File: src/rtl/hash_pkg.sv
// Shared types and constants for the byte-serial nibble hash.
// The substitution table and the round count live here so the top and round logic agree.
package hash_pkg;

  typedef enum logic [1:0] {
    IDLE     = 2'd0,
    WAIT_MSG = 2'd1,
    ROUND    = 2'd2,
    DONE     = 2'd3
  } state_t;

  localparam int ROUNDS = 8;

  localparam logic [3:0] SBOX [16] = '{
    4'hC, 4'h5, 4'h6, 4'hB, 4'h9, 4'h0, 4'hA, 4'hD,
    4'h3, 4'hE, 4'hF, 4'h8, 4'h4, 4'h7, 4'h1, 4'h2
  };

  function automatic logic [3:0] rotl4(input logic [3:0] v, input logic [1:0] n);
    logic [7:0] d;
    d = {v, v} << n;
    return d[7:4];
  endfunction

  // The substitution index folds both halves of the byte together.
  function automatic logic [3:0] sbox_of(input logic [7:0] b);
    return SBOX[b[7:4] ^ b[3:0]];
  endfunction

endpackage

File: src/rtl/hash_round_ctrl_xor_shift.sv
// One hash round: nibble I of H becomes rotl4(H nibble I+1 (mod 8) ^ S, I/2).
// Purely combinational; no latency and no flow control.
module xor_shift
  import hash_pkg::*;
(
  input  logic [31:0] H,
  input  logic [3:0]  S,
  input  logic [2:0]  I,
  output logic [31:0] H_modified
);

  logic [2:0] src_idx;
  logic [3:0] mixed;

  // The 3-bit add wraps nibble 7 back to nibble 0 for free.
  assign src_idx = I + 3'd1;
  assign mixed   = H[{src_idx, 2'b00} +: 4] ^ S;

  always_comb begin
    H_modified = H;
    H_modified[{I, 2'b00} +: 4] = rotl4(mixed, I[2:1]);
  end

endmodule

File: src/rtl/hash_round_ctrl.sv
// Byte-serial hash controller: each accepted byte costs 8 round cycles; digest held until taken.
// Backpressure: msg_ready only in WAIT_MSG; DONE holds the digest until digest_ready.
module hash_round_ctrl
  import hash_pkg::*;
#(
  parameter logic [31:0] H_INIT = 32'h0000_0000
) (
  input  logic        clk,
  input  logic        rst,
  input  logic        start,
  input  logic        msg_valid,
  input  logic [7:0]  msg_data,
  input  logic        msg_last,
  output logic        msg_ready,
  output logic [31:0] digest,
  output logic        digest_valid,
  input  logic        digest_ready,
  output logic        busy
);

  state_t      state;
  logic [31:0] h;
  logic [31:0] h_next;
  logic [3:0]  s;
  logic [2:0]  i;
  logic        last;

  xor_shift u_xor_shift (
    .H          (h),
    .S          (s),
    .I          (i),
    .H_modified (h_next)
  );

  always_ff @(posedge clk) begin
    if (rst) begin
      state <= IDLE;
      h     <= 32'h0;
      s     <= 4'h0;
      i     <= 3'd0;
      last  <= 1'b0;
    end else begin
      unique case (state)
        IDLE: begin
          if (start) begin
            h     <= H_INIT;
            state <= WAIT_MSG;
          end
        end
        WAIT_MSG: begin
          if (msg_valid) begin
            s     <= sbox_of(msg_data);
            last  <= msg_last;
            i     <= 3'd0;
            state <= ROUND;
          end
        end
        ROUND: begin
          h <= h_next;
          i <= i + 3'd1;
          if (i == 3'(ROUNDS - 1)) begin
            state <= last ? DONE : WAIT_MSG;
          end
        end
        DONE: begin
          if (digest_ready) begin
            state <= IDLE;
          end
        end
        default: state <= IDLE;
      endcase
    end
  end

  // Handshake outputs decode state only, so no input reaches an output combinationally.
  assign msg_ready    = (state == WAIT_MSG);
  assign digest_valid = (state == DONE);
  assign busy         = (state != IDLE);
  assign digest       = h;

endmodule

File: config.mk
export PLATFORM = sky130hd
export DESIGN_NAME = hash_round_ctrl
export DESIGN_NICKNAME = d
export VERILOG_FILES = /design/src/rtl/hash_pkg.sv /design/src/rtl/hash_round_ctrl_xor_shift.sv /design/src/rtl/hash_round_ctrl.sv
export SDC_FILE = /design/constraint.sdc
export NUM_CORES = 1
export LEC_CHECK = 0
export CAP_MARGIN = 20
export CORE_ASPECT_RATIO = 0.9
export CORE_MARGIN = 2
export CORE_UTILIZATION = 32
export DETAILED_ROUTE_END_ITERATION = 6
export PLACE_DENSITY = 0.58
export SETUP_SLACK_MARGIN = 0.4
export SLEW_MARGIN = 5
export SYNTH_ARGS = -nofsm -noshare
export SYNTH_HDL_FRONTEND = slang
export SYNTH_SLANG_ARGS = --single-unit
File: constraint.sdc
create_clock -name clk -period 3.15 [get_ports clk]
set_input_delay 0.315 -clock clk [delete_from_list [all_inputs] [get_ports clk]]
set_output_delay 0.315 -clock clk [all_outputs]
set_load 0.02 [all_outputs]
==> results of run 1 <==
sequential cells by signal, summed over array words and instances, names as in the netlist:
register and cells:
digest 32, state 2, s 4, last 1, i 3
area by class of cell:
type                       instances  area [sq um]  share of cell area, %
sequential                        42           845                   27.7
inverter                          10          37.5                   1.23
multi-input combinational        179          1390                   45.8
clock inverter                     2          60.1                   1.97
timing repair buffer              52           510                   16.8
tap                               93           116                   3.82
clock buffer                       6          82.6                   2.71
critical path: stages, from the launching register on:
cell and delay [ns]:
dfxtp_4 0.39, inv_1 0.10, ha_1 0.35, buf_4 0.20, nor2b_1 0.16, a22oi_1 0.22
nand2_1 0.15, xnor2_2 0.21, a221o_2 0.46, a22o_1 0.26
per-layer routing:
layer  wire, um  up-vias  part of all wire, %  track usage [%]
li1           -      995                    -                -
met1       3120      970                   49             25.2
met2       2730       63                   43             23.6
met3        483        7                  7.6             3.55
met4         57        0                 0.89             4.08
met5          0        -                    0                0
final timing paths:
kind / slack [ns] / to / start
setup / recovery: 0.56 / digest[15]$_SDFFE_PP0P_ / i[1]$_SDFFE_PP0P_
hold / removal: 0.49 / last$_SDFFE_PP0P_ / last$_SDFFE_PP0P_
setup reg to reg: 0.56 / digest[15]$_SDFFE_PP0P_ / i[1]$_SDFFE_PP0P_
hold reg to reg: 0.49 / last$_SDFFE_PP0P_ / last$_SDFFE_PP0P_
timing repair:
action / in CTS / in global routing
gates resized for setup: 1 / 3
setup endpoints to repair: 9 / 29
pin swaps: 0 / 1
cells by family after synthesis:
kind of cell	Yosys count
XOR/XNOR	9
adder cells (fa/ha/maj)	9
multiplexers	27
flip-flops	42
AO/OA/AOI/OAI	66
AND/OR/NAND/NOR	68
buffers and inverters	19
power by group through the flow:
| stage | clock (W) | sequential (W) | combinational [W] |
|---|---|---|---|
| after floorplan | 0 | 0.000563 | 0.000245 |
| after global placement | 0 | 0.000573 | 0.000325 |
| after detailed placement | 0 | 0.000574 | 0.000325 |
| after CTS | 0.000534 | 0.000562 | 0.000328 |
| after global routing | 0.000559 | 0.000565 | 0.000364 |
| final | 0.000527 | 0.000562 | 0.000334 |
per-stage QoR:
stage	hold WS, ns	worst slack [ns]	instances	area [sq um]
floorplan	0.451	0.453	240	2330
global placement	0.476	0.447	376	2880
detailed placement	0.477	0.394	376	2880
CTS	0.499	0.484	384	3030
global route	0.520	0.411	384	3050
finish	0.491	0.558	384	3050
placed cells by master (no fill, tap or decap), types with 5 or more instances in the layout:
cell type / n
a22o_1: 26
a31oi_1: 7
and2_1: 6
clkbuf_8: 6
clkdlybuf4s50_1: 48
dfxtp_1: 41
ha_1: 9
inv_1: 9
mux2i_1: 23
nand2_1: 19
nand2b_1: 6
nor2_1: 19
nor2b_1: 5
nor3_1: 7
o21ai_0: 6
==> impl_metrics.tcl, run 1 <==
set metrics [dict create \
    clock_sinks 42 \
    io_buffers 48 \
    vias 2035 \
    ys_seq_area_share_pct 36.1 \
    crit_path_end_kind "register" \
    synth_top_area_cell "dfxtp_1" \
    crit_type "register to register" \
    clkLatencyLatePin_ns 0.30 \
    synthTopCellsByArea "dfxtp_1, mux2i_1, a22o_1" \
    slew_violations 0 \
    chipWidth_um 94.0 \
    fin_tns_setup_ns 0 \
    dpl.hpwl_um 4800 \
    max_slew.worst_pin.slew_ns 0.695 \
    synthAdderAreaFrac_pct 4.83 \
    tritoncts "yes" \
    hold_violations 0 \
    yosys_warnings 0 \
    ir_drop_v 0.000197 \
    grt_use_total_pct 16.5 \
    synth_compound_area_share_pct 22.4 \
    internal_power_w 0.00101 \
    grt_setup_unrepaired "false" \
    post-cts-setup-buffers 0 \
    synth_mux_area_share_pct 13.7 \
    grt_max_degree 23 \
    fmax_mhz 386 \
    clkPwrFrac_pct 37.0 \
    antenna_found_initial 0 \
    cp.arrival_ns 2.79 \
    synth_ff_type "dfxtp_1" \
    totalWireLength_um 6390 \
    synth_top_cell_area_share_pct 36.1 \
    wl_per_cell_um 16.6 \
    place_congestion 0.905 \
    numCtsBuffers 5 \
    drcViolationCount 0 \
    fin_util_pct 43.3 \
    slew_headroom_pct 53.3 \
    p_sw_w 0.000408 \
    setup_viol 0 \
    synth_edf_count 0 \
    leakage_nw 1.08 \
    fin_crit_ns 2.59 \
    antenna_cells 0 \
    drive_gt1_share_pct 9.62 \
    fin_crit_sh_pct 82.3 \
    nFillCells 723 \
    rows 29 \
    yosysMostFrequentCell "dfxtp_1" \
    area_growth_pct 30.6 \
    clockBufferDepth 2 \
    core_sq_um 7040 \
    clk_pin_slew_ns 0.08 \
    grt_overflow 0 \
    first_global_vias 1913 \
    ctsHoldBuffers 0 \
    synth_top_family_by_area "compound AO/OA/AOI/OAI gates" \
    synth_xor_xnor_area_share_pct 3.70 \
    synthTopCellsByCount "dfxtp_1, a22o_1, mux2i_1" \
    swShare_pct 28.7 \
    r2r_cells 9 \
    vias_per_cell 5.30 \
    cts_max_level 2 \
    initial_utilization_pct 33.1 \
    fp.dieArea_sq_um 7990 \
    cp-start-kind "register" \
    fp.dieH_um 85.0 \
    synth_seq_cells 42 \
    power_frac_seq_pct 39.5 \
    synthesis.area_sq_um 2330 \
    hold_path_class "register to register" \
    crit_fanout 13 \
    grt_pass1_wl_um 10100 \
    first_pass_iters 4 \
    clock_skew_ns 0.00705 \
    p_comb_share_pct 23.5 \
    nets 313 \
    ant_nets 0 \
    async_flop_share_pct 0 \
    status "finished clean" \
    syn-num-nets 263 \
    cap_violations 0 \
    clock-root-buffer "clkbuf_8" \
    drt_iter0_drc 158 \
    power_density_nw_per_um2 467 \
    cp.required_ns 3.34 \
    synth_cell_type_count 41 \
    synth.avg_cell_area_sq_um 9.72 \
    holdPathStages 2 \
    io_pins 49 \
    syn_inst 240 \
    fin_total_pwr_w 0.00142 \
    yosys.area_share.simple_pct 14.5 \
]
Note: power is estimated with default switching activity, not from simulation.
==> run 2, diff against run 1 <==
--- a/config.mk
+++ b/config.mk
@@ -10,7 +10,7 @@
 export CORE_MARGIN = 2
 export CORE_UTILIZATION = 32
 export DETAILED_ROUTE_END_ITERATION = 6
-export PLACE_DENSITY = 0.58
+export PLACE_DENSITY = 0.6
 export SETUP_SLACK_MARGIN = 0.4
 export SLEW_MARGIN = 5
 export SYNTH_ARGS = -nofsm -noshare
==> constraint.sdc (replaced) <==
create_clock -name clk -period 2.2 [get_ports clk]
set_input_delay 0.22 -clock clk [delete_from_list [all_inputs] [get_ports clk]]
set_output_delay 0.22 -clock clk [all_outputs]
set_load 0.02 [all_outputs]
==> impl_metrics.tcl, run 2 (synthesis gave the netlist of run 1 again) <==
set metrics [dict create \
    dp_worst_setup_slack_ns -0.369 \
    vias_per_cell 5.22 \
    max_slew.worst_pin.slew_ns 0.568 \
    r2r_cells 7 \
    hold_violations 0 \
    status "finished with violations" \
    fin_crit_sh_pct 108 \
    nets 340 \
    cp-start-kind "register" \
    io_buffers 48 \
    crit_path_end_kind "register" \
    place_congestion 0.871 \
    ant_nets 0 \
    cts_max_level 2 \
    nFillCells 687 \
    final_common_cell "clkdlybuf4s50_1" \
    slew_violations 0 \
    design_area_sq_um 3370 \
    critical-path-top-delay-family "compound AO/OA/AOI/OAI gates" \
    io_pins 49 \
    clock-root-buffer "clkbuf_8" \
    initial_utilization_pct 33.1 \
    clock_sinks 42 \
    slew_headroom_pct 62.2 \
    grt_setup_unrepaired "true" \
    setup_viol 32 \
    fp.dieH_um 85.0 \
    antenna_found_initial 0 \
    first_pass_iters 4 \
    rows 29 \
    core_sq_um 7040 \
    clock_skew_ns 0.00512 \
    cp_slowest_stage_delay_ns 0.57 \
    fin_ws_ns -0.169 \
    cp.required_ns 2.39 \
    violations "setup timing" \
    reg2reg_to "digest[27]$_SDFFE_PP0P_" \
    critPathBufInv 1 \
    totalWireLength_um 6670 \
    final_cell_mix "clkdlybuf4s50_1, dfxtp_1, buf_4" \
    cp.arrival_ns 2.56 \
    power_density_nw_per_um2 567 \
    clkLatencyLatePin_ns 0.30 \
    fp.dieArea_sq_um 7990 \
    area_growth_pct 44.3 \
    crit_type "register to register" \
    drt_iter0_drc 116 \
    rr_startpoint "i[0]$_SDFFE_PP0P_" \
    first_global_vias 2022 \
    min_to "digest[16]$_SDFFE_PP0P_" \
    holdPathStages 2 \
    leakage_nw 1.22 \
    slowest_stage "mux4_2" \
    drcViolationCount 0 \
    ctsHoldBuffers 0 \
    grt_pass1_wl_um 10500 \
    cap_violations 0 \
    numCtsBuffers 5 \
    dpl.hpwl_um 4980 \
    fin_crit_ns 2.37 \
    grt_overflow 0 \
    grt_max_degree 16 \
    antenna_cells 0 \
    hp-start "digest[16]$_SDFFE_PP0P_" \
    drive_gt1_share_pct 24.9 \
    ir_drop_v 0.000202 \
    crit_fanout 8 \
    placed_area_sq_um 3090 \
    fin_util_pct 47.8 \
    grt_use_total_pct 17.0 \
    hold_path_class "register to register" \
    vias 2142 \
    clk_pin_slew_ns 0.08 \
    crit_chain "inv_6 -> ha_4 -> mux4_2 -> xor2_4 -> o22ai_1 -> a221o_2 -> a22o_1" \
    regToRegSetupSlack_ns -0.17 \
    fmax_mhz 422 \
    tritoncts "yes" \
    clockBufferDepth 2 \
    largest_register_ffs 32 \
    chipWidth_um 94.0 \
    wl_per_cell_um 16.3 \
]
run 2: worst max path at each step:
stage,startpoint,slack [ns],endpoint,depth (start not counted)
global placement,i[1]$_SDFFE_PP0P_,-0.32,digest[10]$_SDFFE_PP0P_,11
floorplan,i[0]$_SDFFE_PP0P_,-0.31,digest[13]$_SDFFE_PP0P_,10
detailed placement,i[0]$_SDFFE_PP0P_,-0.37,digest[10]$_SDFFE_PP0P_,10
CTS,i[0]$_SDFFE_PP0P_,-0.15,digest[21]$_SDFFE_PP0P_,7
global route,i[0]$_SDFFE_PP0P_,-0.23,digest[9]$_SDFFE_PP0P_,7
finish,i[0]$_SDFFE_PP0P_,-0.17,digest[27]$_SDFFE_PP0P_,7
run 2: metal layers:
layer | track usage, % | wire, um | up-vias | share of wire [%]
li1 | - | - | 1053 | -
met1 | 25.1 | 3180 | 1012 | 48
met2 | 24.2 | 2920 | 66 | 44
met3 | 4.80 | 431 | 11 | 6.5
met4 | 4.87 | 132 | 0 | 2.0
met5 | 0 | 0 | - | 0
run 2: where the power goes:
group / switching, W / leakage, nW / total [W] / internal (W)
clock: 0.000257 / 0.0438 / 0.000470 / 0.000213
combinational: 0.000339 / 0.835 / 0.000634 / 0.000295
sequential: 0.0000295 / 0.342 / 0.000806 / 0.000776
total: 0.000626 / 1.22 / 0.00191 / 0.00128
run 2: cell type report:
type,count,area (sq um),share of cell area [%]
flip-flops and latches,42,853,25.4
repair buffers,79,721,21.4
clock buffers,5,68.8,2.04
inverters,10,42.5,1.26
multi-input cells,179,1550,46.2
clock inverters,2,10.0,0.297
well taps,93,116,3.46
run 2: what timing repair did:
| item | CTS | global route |
|---|---|---|
| setup endpoints to repair | 35 | 36 |
| gates cloned | 0 | 0 |
| pin swaps | 13 | 5 |
| gates resized for setup | 30 | 10 |
| setup buffers | 4 | 0 |
run 2: worst register-to-register path: stages (launching register included):
cell     delay, ns
dfxtp_4       0.39
inv_6         0.04
ha_4          0.29
mux4_2        0.57
xor2_4        0.23
o22ai_1       0.11
a221o_2       0.40
a22o_1        0.24
run 2: stage by stage:
stage	hold WS, ns	std cells	TNS, ns	power (W)
after detailed placement	0.472	399	-10.21	0.00136
after floorplan	0.367	240	-8.71	0.00117
final	0.468	410	-3.74	0.00191
after global routing	0.490	410	-5.73	0.00201
after global placement	0.473	399	-8.67	0.00136
after CTS	0.471	410	-3.48	0.00190
